## src/rtl/ntt_pkg.sv

```systemverilog
// ntt_pkg: shared types and schedule lookups for the 8-point NTT round scheduler.
package ntt_pkg;

   typedef enum logic [1:0] {
      ST_IDLE,
      ST_ISSUE,
      ST_DRAIN,
      ST_DONE
   } state_e;

   localparam int NTT_ROUNDS       = 5;
   localparam int NTT_BF_PER_ROUND = 4;

   // Butterfly span: 4 for rounds 0..2, 2 for round 3, 1 for round 4.
   function automatic logic [2:0] ntt_dist(input logic [2:0] rnd);
      case (rnd)
         3'd3:    ntt_dist = 3'd2;
         3'd4:    ntt_dist = 3'd1;
         default: ntt_dist = 3'd4;
      endcase
   endfunction

   // First twiddle index used by a round.
   function automatic logic [3:0] ntt_tw_base(input logic [2:0] rnd);
      case (rnd)
         3'd3:    ntt_tw_base = 4'd3;
         3'd4:    ntt_tw_base = 4'd5;
         default: ntt_tw_base = {1'b0, rnd};
      endcase
   endfunction

   // Lower operand address of butterfly k, chosen so that a+dist never overlaps another pair.
   function automatic logic [2:0] ntt_addr_a(input logic [2:0] rnd, input logic [1:0] k);
      case (ntt_dist(rnd))
         3'd2:    ntt_addr_a = {k[1], 1'b0, k[0]};
         3'd1:    ntt_addr_a = {k, 1'b0};
         default: ntt_addr_a = {1'b0, k};
      endcase
   endfunction

   // Twiddle ROM index: constant in early rounds, steps with k in the last two.
   function automatic logic [3:0] ntt_tw_addr(input logic [2:0] rnd, input logic [1:0] k);
      case (rnd)
         3'd3:    ntt_tw_addr = ntt_tw_base(rnd) + {3'b000, k[1]};
         3'd4:    ntt_tw_addr = ntt_tw_base(rnd) + {2'b00, k};
         default: ntt_tw_addr = ntt_tw_base(rnd);
      endcase
   endfunction

   // Operand source: the two inter-connect links first, then local BRAM.
   function automatic logic [1:0] ntt_sel(input logic [2:0] rnd);
      case (rnd)
         3'd0:    ntt_sel = 2'd1;
         3'd1:    ntt_sel = 2'd2;
         default: ntt_sel = 2'd3;
      endcase
   endfunction

endpackage

```

## src/rtl/ntt_wb_delay.sv

```systemverilog
// ntt_wb_delay: LAT-deep shift register carrying {en, addr_a, addr_b} from read issue to write-back.
module ntt_wb_delay #(
   parameter int LAT = 4
) (
   input  logic       clk,
   input  logic       rst_b,
   input  logic       in_en,
   input  logic [2:0] in_addr_a,
   input  logic [2:0] in_addr_b,
   output logic       out_en,
   output logic [2:0] out_addr_a,
   output logic [2:0] out_addr_b
);

   logic [LAT-1:0][6:0] pipe_q;
   logic [LAT-1:0][6:0] pipe_d;

   // Shift one stage per cycle; stage 0 takes the freshly issued read.
   always_comb begin
      pipe_d    = pipe_q;
      pipe_d[0] = {in_en, in_addr_a, in_addr_b};
      for (int i = 1; i < LAT; i++) pipe_d[i] = pipe_q[i-1];
   end

   // Reset empties the line so in-flight writes are dropped.
   always_ff @(posedge clk) begin
      if (!rst_b) pipe_q <= '0;
      else        pipe_q <= pipe_d;
   end

   assign {out_en, out_addr_a, out_addr_b} = pipe_q[LAT-1];

endmodule

```

## src/rtl/ntt_round_scheduler.sv

```systemverilog
// ntt_round_scheduler: runs 5 rounds x 4 butterflies over an 8-entry BRAM,
// draining LAT cycles between rounds so reads never race write-back.
// Build option NTT_SCHED_STALL_EN adds a stall input that freezes issue/drain.
module ntt_round_scheduler
   import ntt_pkg::*;
#(
   parameter int LAT = 4
) (
   input  logic       clk,
   input  logic       rst_b,
   input  logic       start,
`ifdef NTT_SCHED_STALL_EN
   input  logic       stall,
`endif
   output logic       busy,
   output logic       done,
   output logic [2:0] round,
   output logic       rd_en,
   output logic [2:0] rd_addr_a,
   output logic [2:0] rd_addr_b,
   output logic [3:0] tw_addr,
   output logic [1:0] sel,
   output logic       wr_en,
   output logic [2:0] wr_addr_a,
   output logic [2:0] wr_addr_b
);

   logic stall_i;
`ifdef NTT_SCHED_STALL_EN
   assign stall_i = stall;
`else
   assign stall_i = 1'b0;
`endif

   state_e     state_q, state_d;
   logic [2:0] round_q, round_d;
   logic [1:0] k_q, k_d;
   logic [2:0] drain_q, drain_d;
   logic       busy_q, busy_d;
   logic       done_q, done_d;
   logic       rd_en_q, rd_en_d;
   logic [2:0] rd_addr_a_q, rd_addr_a_d;
   logic [2:0] rd_addr_b_q, rd_addr_b_d;
   logic [3:0] tw_addr_q, tw_addr_d;
   logic [1:0] sel_q, sel_d;

   logic       issue;
   logic [2:0] issue_round;
   logic [1:0] issue_k;

   // Next state plus the registered-output values for the following cycle.
   always_comb begin
      state_d     = state_q;
      round_d     = round_q;
      k_d         = k_q;
      drain_d     = drain_q;
      busy_d      = busy_q;
      done_d      = 1'b0;
      rd_en_d     = 1'b0;
      rd_addr_a_d = rd_addr_a_q;
      rd_addr_b_d = rd_addr_b_q;
      tw_addr_d   = tw_addr_q;
      sel_d       = sel_q;
      issue       = 1'b0;
      issue_round = round_q;
      issue_k     = k_q;
      case (state_q)
         ST_IDLE: begin
            if (start) begin
               state_d     = ST_ISSUE;
               round_d     = 3'd0;
               k_d         = 2'd0;
               busy_d      = 1'b1;
               issue       = 1'b1;
               issue_round = 3'd0;
               issue_k     = 2'd0;
            end
         end
         ST_ISSUE: begin
            if (!stall_i) begin
               if (k_q == 2'(NTT_BF_PER_ROUND - 1)) begin
                  state_d = ST_DRAIN;
                  drain_d = 3'd0;
               end else begin
                  k_d     = k_q + 2'd1;
                  issue   = 1'b1;
                  issue_k = k_q + 2'd1;
               end
            end
         end
         ST_DRAIN: begin
            if (!stall_i) begin
               if (drain_q == 3'(LAT - 1)) begin
                  if (round_q == 3'(NTT_ROUNDS - 1)) begin
                     state_d = ST_DONE;
                     done_d  = 1'b1;
                  end else begin
                     state_d     = ST_ISSUE;
                     round_d     = round_q + 3'd1;
                     k_d         = 2'd0;
                     issue       = 1'b1;
                     issue_round = round_q + 3'd1;
                     issue_k     = 2'd0;
                  end
               end else begin
                  drain_d = drain_q + 3'd1;
               end
            end
         end
         ST_DONE: begin
            state_d = ST_IDLE;
            busy_d  = 1'b0;
         end
         default: state_d = ST_IDLE;
      endcase
      // Addresses only move on an issue, so they hold while rd_en is low.
      if (issue) begin
         rd_en_d     = 1'b1;
         rd_addr_a_d = ntt_addr_a(issue_round, issue_k);
         rd_addr_b_d = ntt_addr_a(issue_round, issue_k) + ntt_dist(issue_round);
         tw_addr_d   = ntt_tw_addr(issue_round, issue_k);
         sel_d       = ntt_sel(issue_round);
      end
   end

   // Control and output registers with synchronous active-low reset.
   always_ff @(posedge clk) begin
      if (!rst_b) begin
         state_q     <= ST_IDLE;
         round_q     <= 3'd0;
         k_q         <= 2'd0;
         drain_q     <= 3'd0;
         busy_q      <= 1'b0;
         done_q      <= 1'b0;
         rd_en_q     <= 1'b0;
         rd_addr_a_q <= 3'd0;
         rd_addr_b_q <= 3'd0;
         tw_addr_q   <= 4'd0;
         sel_q       <= 2'd0;
      end else begin
         state_q     <= state_d;
         round_q     <= round_d;
         k_q         <= k_d;
         drain_q     <= drain_d;
         busy_q      <= busy_d;
         done_q      <= done_d;
         rd_en_q     <= rd_en_d;
         rd_addr_a_q <= rd_addr_a_d;
         rd_addr_b_q <= rd_addr_b_d;
         tw_addr_q   <= tw_addr_d;
         sel_q       <= sel_d;
      end
   end

   ntt_wb_delay #(.LAT(LAT)) u_wb_delay (
      .clk       (clk),
      .rst_b     (rst_b),
      .in_en     (rd_en_q),
      .in_addr_a (rd_addr_a_q),
      .in_addr_b (rd_addr_b_q),
      .out_en    (wr_en),
      .out_addr_a(wr_addr_a),
      .out_addr_b(wr_addr_b)
   );

   assign busy      = busy_q;
   assign done      = done_q;
   assign round     = round_q;
   assign rd_en     = rd_en_q;
   assign rd_addr_a = rd_addr_a_q;
   assign rd_addr_b = rd_addr_b_q;
   assign tw_addr   = tw_addr_q;
   assign sel       = sel_q;

endmodule

```

## config.mk

```make
export PLATFORM = sky130hd
export DESIGN_NAME = ntt_round_scheduler
export DESIGN_NICKNAME = d
export VERILOG_FILES = /design/src/rtl/ntt_pkg.sv /design/src/rtl/ntt_wb_delay.sv /design/src/rtl/ntt_round_scheduler.sv
export SDC_FILE = /design/constraint.sdc
export NUM_CORES = 1
export LEC_CHECK = 0
export ABC_CLOCK_PERIOD_IN_PS = 4100
export BUFFER_PORTS_ARGS = -buffer_cell sky130_fd_sc_hd__clkbuf_2
export CAP_MARGIN = 30
export CELL_PAD_IN_SITES_DETAIL_PLACEMENT = 0
export CELL_PAD_IN_SITES_GLOBAL_PLACEMENT = 2
export CORE_MARGIN = 1.5
export CORE_UTILIZATION = 37
export CTS_BUF_LIST = sky130_fd_sc_hd__clkbuf_8
export DETAILED_ROUTE_END_ITERATION = 8
export PLACE_DENSITY = 0.89
export SLEW_MARGIN = 20
export SYNTH_ARGS = -nofsm -noshare
export SYNTH_HDL_FRONTEND = slang
export SYNTH_SLANG_ARGS = --single-unit
```

## constraint.sdc

```tcl
create_clock -name clk -period 4.1 [get_ports clk]
set_clock_uncertainty 0.1 [all_clocks]
set_input_delay 0.41 -clock clk [delete_from_list [all_inputs] [get_ports clk]]
set_output_delay 0.41 -clock clk [all_outputs]
set_load 0.02 [all_outputs]
```

==> reports/metrics.cfg <==
[clock_tree]
cts_buffers=5
clock_latency_ns=0.30
cts.sinks=53
postCtsSetupRepairBufs=0
ctsHoldBuffers=0
cts_buffer_depth=2
clk_pin_slew_worst_paths_ns=0.10
cts_root_buf=clkbuf_8
h-tree-depth=2
cts_tree=done
post_cts_resized=0

[sta]
final_hold_viol_count=0
setup_viol=0
rsz0062_at_grt=no
finalCriticalPeriod_ns=3.15
max_slew_margin_pct=50.2
finalCritPeriodShare_pct=76.9
fmax_mhz=317
drv_slew=0
worstMarginPinSlew_ns=0.747
setup-tns-final_ns=0

[synthesis]
yosysSeqAreaShare_pct=47.9
async_flop_share_pct=0
netlist_area_mm2=0.00221
avgSynthCellArea_um2=9.88
synth_edf_count=0
ys.flop_type=dfxtp_1
synthDistinctLibCells=50
synthesis.nets=234
ys_warn_count=0
postSynthRegisterBits=53
syn_inst=224

[route]
drc=0
wl_um=3710
wire_per_inst_um=11.8
vias=1477
vias_per_cell=4.72
first_iter_violations=84
detail-route-antenna-nets=0
drt_first_pass_iters=4

[outcome]
status=finished clean

[worst_setup_path]
required_ns=4.22
crit_slowest_cell=or3_1
startpoint_type=register
max_stage_delay_ns=0.50
arrival_ns=3.27
crit_top_cell=ha_1
path_class=register to register
crit_chain=ha_1, ha_1, a21bo_4, and3_4, or3_1, o31a_1, ha_1, fa_1, and3_1, o31ai_2
end_kind=register
crit_family=adder cells
crit_buf_inv=0
critPathMaxFanout=7

[pwr]
power.share.sequential_pct=59.8
leakagePower_uw=0.000997
ir_drop_uv=203
p_int_uw=680
p_per_area_mw_per_mm2=373
p_comb_share_pct=7.9
sw_frac_of_total_pct=24.8
p_clk_share_pct=32.2
p_switching_uw=224

[placed_design]
dpl-instance-area_mm2=0.00233
io_buffers=27
gp_congestion=0.764
dp.final_hpwl_um=2550
placedCellCount=305

[layout]
antenna_cells=0
postLayoutCellArea_mm2=0.00243
drive_gt1_share_pct=21.2
fill_cells=544
nets=250
final_cells=313
syn_to_final_growth_pct=9.61

[grt]
gr-total-overflow=0
grt_max_degree=53
grt_pass1_vias=1444
antenna_found_initial=0
grt_first_pass_wirelength_um=6660
grt_usage_pct=13.2

[floorplanning]
num_io_pins=28
die_height_um=80.3
rows=27
start_util_pct=39.2
coreArea_mm2=0.00564
die_w_um=80.3
die_area_mm2=0.00646

[worst_hold_path]
hold_path.class=register to register

[run]
max_cap_viol_count=0

==> metrics by stage <==
step           setup slack [ns]  utilization, %  total power [uW]  hold WS (ns)
6_report                  0.949            43.0               904         0.338
5_1_grt                   0.787            43.0               947         0.354
2_1_floorplan              1.06               -               610         0.312
3_3_place_gp               1.07            41.3               626         0.314
4_1_cts                   0.943            43.0               921         0.341
3_5_place_dp              0.962            41.3               626         0.318
==> state kept, by name, summed over array words and instances, names as in the netlist, 3 cells and up <==
name                   flops
tw_addr                    4
u_wb_delay.out_addr_b      3
drain_q                    3
round                      3
u_wb_delay.out_addr_a      3
u_wb_delay.pipe_d         21
rd_addr_b                  3
rd_addr_a                  3
==> kinds of logic after synthesis <==
family	share of synthesized area, %
buffers and inverters	5.65
and+or+nand+nor	26.2
muxes	0.452
DFF	47.9
adders and majority gates	4.30
AOI/OAI and AO/OA	15.5
==> power groups by stage <==
stage	clock network, uW	registers (uW)	logic [uW]
floorplan	0	557	53.8
global placement	0	553	72.7
detailed placement	0	553	72.5
CTS	307	541	73.1
global route	323	544	81.0
finish	292	541	71.7
==> cells in the mapped netlist, types with 3 or more instances <==
| cell | n | area share, % |
|---|---|---|
| a21boi_0 | 3 | 1.0 |
| a21oi_1 | 15 | 3.4 |
| and2_1 | 36 | 10 |
| buf_2 | 3 | 0.68 |
| buf_4 | 7 | 2.4 |
| clkbuf_1 | 6 | 1.0 |
| dfxtp_1 | 53 | 48 |
| ha_1 | 6 | 3.4 |
| inv_1 | 5 | 0.85 |
| nand2_1 | 19 | 3.2 |
| nand2b_1 | 3 | 0.85 |
| nand3b_1 | 3 | 1.0 |
| nor2_1 | 5 | 0.85 |
| nor2b_1 | 3 | 0.85 |
| nor3_1 | 4 | 0.90 |
| o21ai_0 | 13 | 2.9 |
==> metal layers <==
layer | vias up | GRT usage [%] | part of all wire [%] | wire length [um]
li1 | 781 | - | - | -
met5 | - | 0 | 0 | 0
met3 | 5 | 3.07 | 3.6 | 133
met1 | 665 | 17.2 | 49 | 1830
met4 | 0 | 4.14 | 0.97 | 36
met2 | 26 | 21.6 | 46 | 1710
==> worst paths after layout <==
| path | from | to | slack [ns] | depth (start not counted) |
|---|---|---|---|---|
| max reg2reg | drain_q[0] | rd_addr_b[2] | 0.95 | 10 |
| max | drain_q[0] | rd_addr_b[2] | 0.95 | 10 |
| min | u_wb_delay.pipe_d[26] | u_wb_delay.out_addr_a[2] | 0.34 | 1 |
| min reg2reg | u_wb_delay.pipe_d[26] | u_wb_delay.out_addr_a[2] | 0.34 | 1 |
==> layout make-up <==
cell class | count | area [um^2] | share of cell area, %
sequential | 53 | 1060 | 43.7
multi-input combinational | 148 | 1030 | 42.3
timing repair buffer | 27 | 135 | 5.57
tap | 72 | 90.1 | 3.71
clock buffer | 5 | 68.8 | 2.84
clock inverter | 3 | 25.0 | 1.03
inverter | 5 | 18.8 | 0.774
==> layout by cell type (no fill, tap or decap), types with 4 or more instances in the layout <==
| cell type | instances |
|---|---|
| dfxtp_1 | 53 |
| and2_1 | 36 |
| clkbuf_2 | 27 |
| nand2_1 | 19 |
| a21oi_1 | 15 |
| o21ai_0 | 13 |
| ha_1 | 6 |
| nor2_1 | 5 |
| inv_1 | 5 |
| clkbuf_8 | 5 |
| nor3_1 | 4 |
Power figures use the tool's default switching activity.
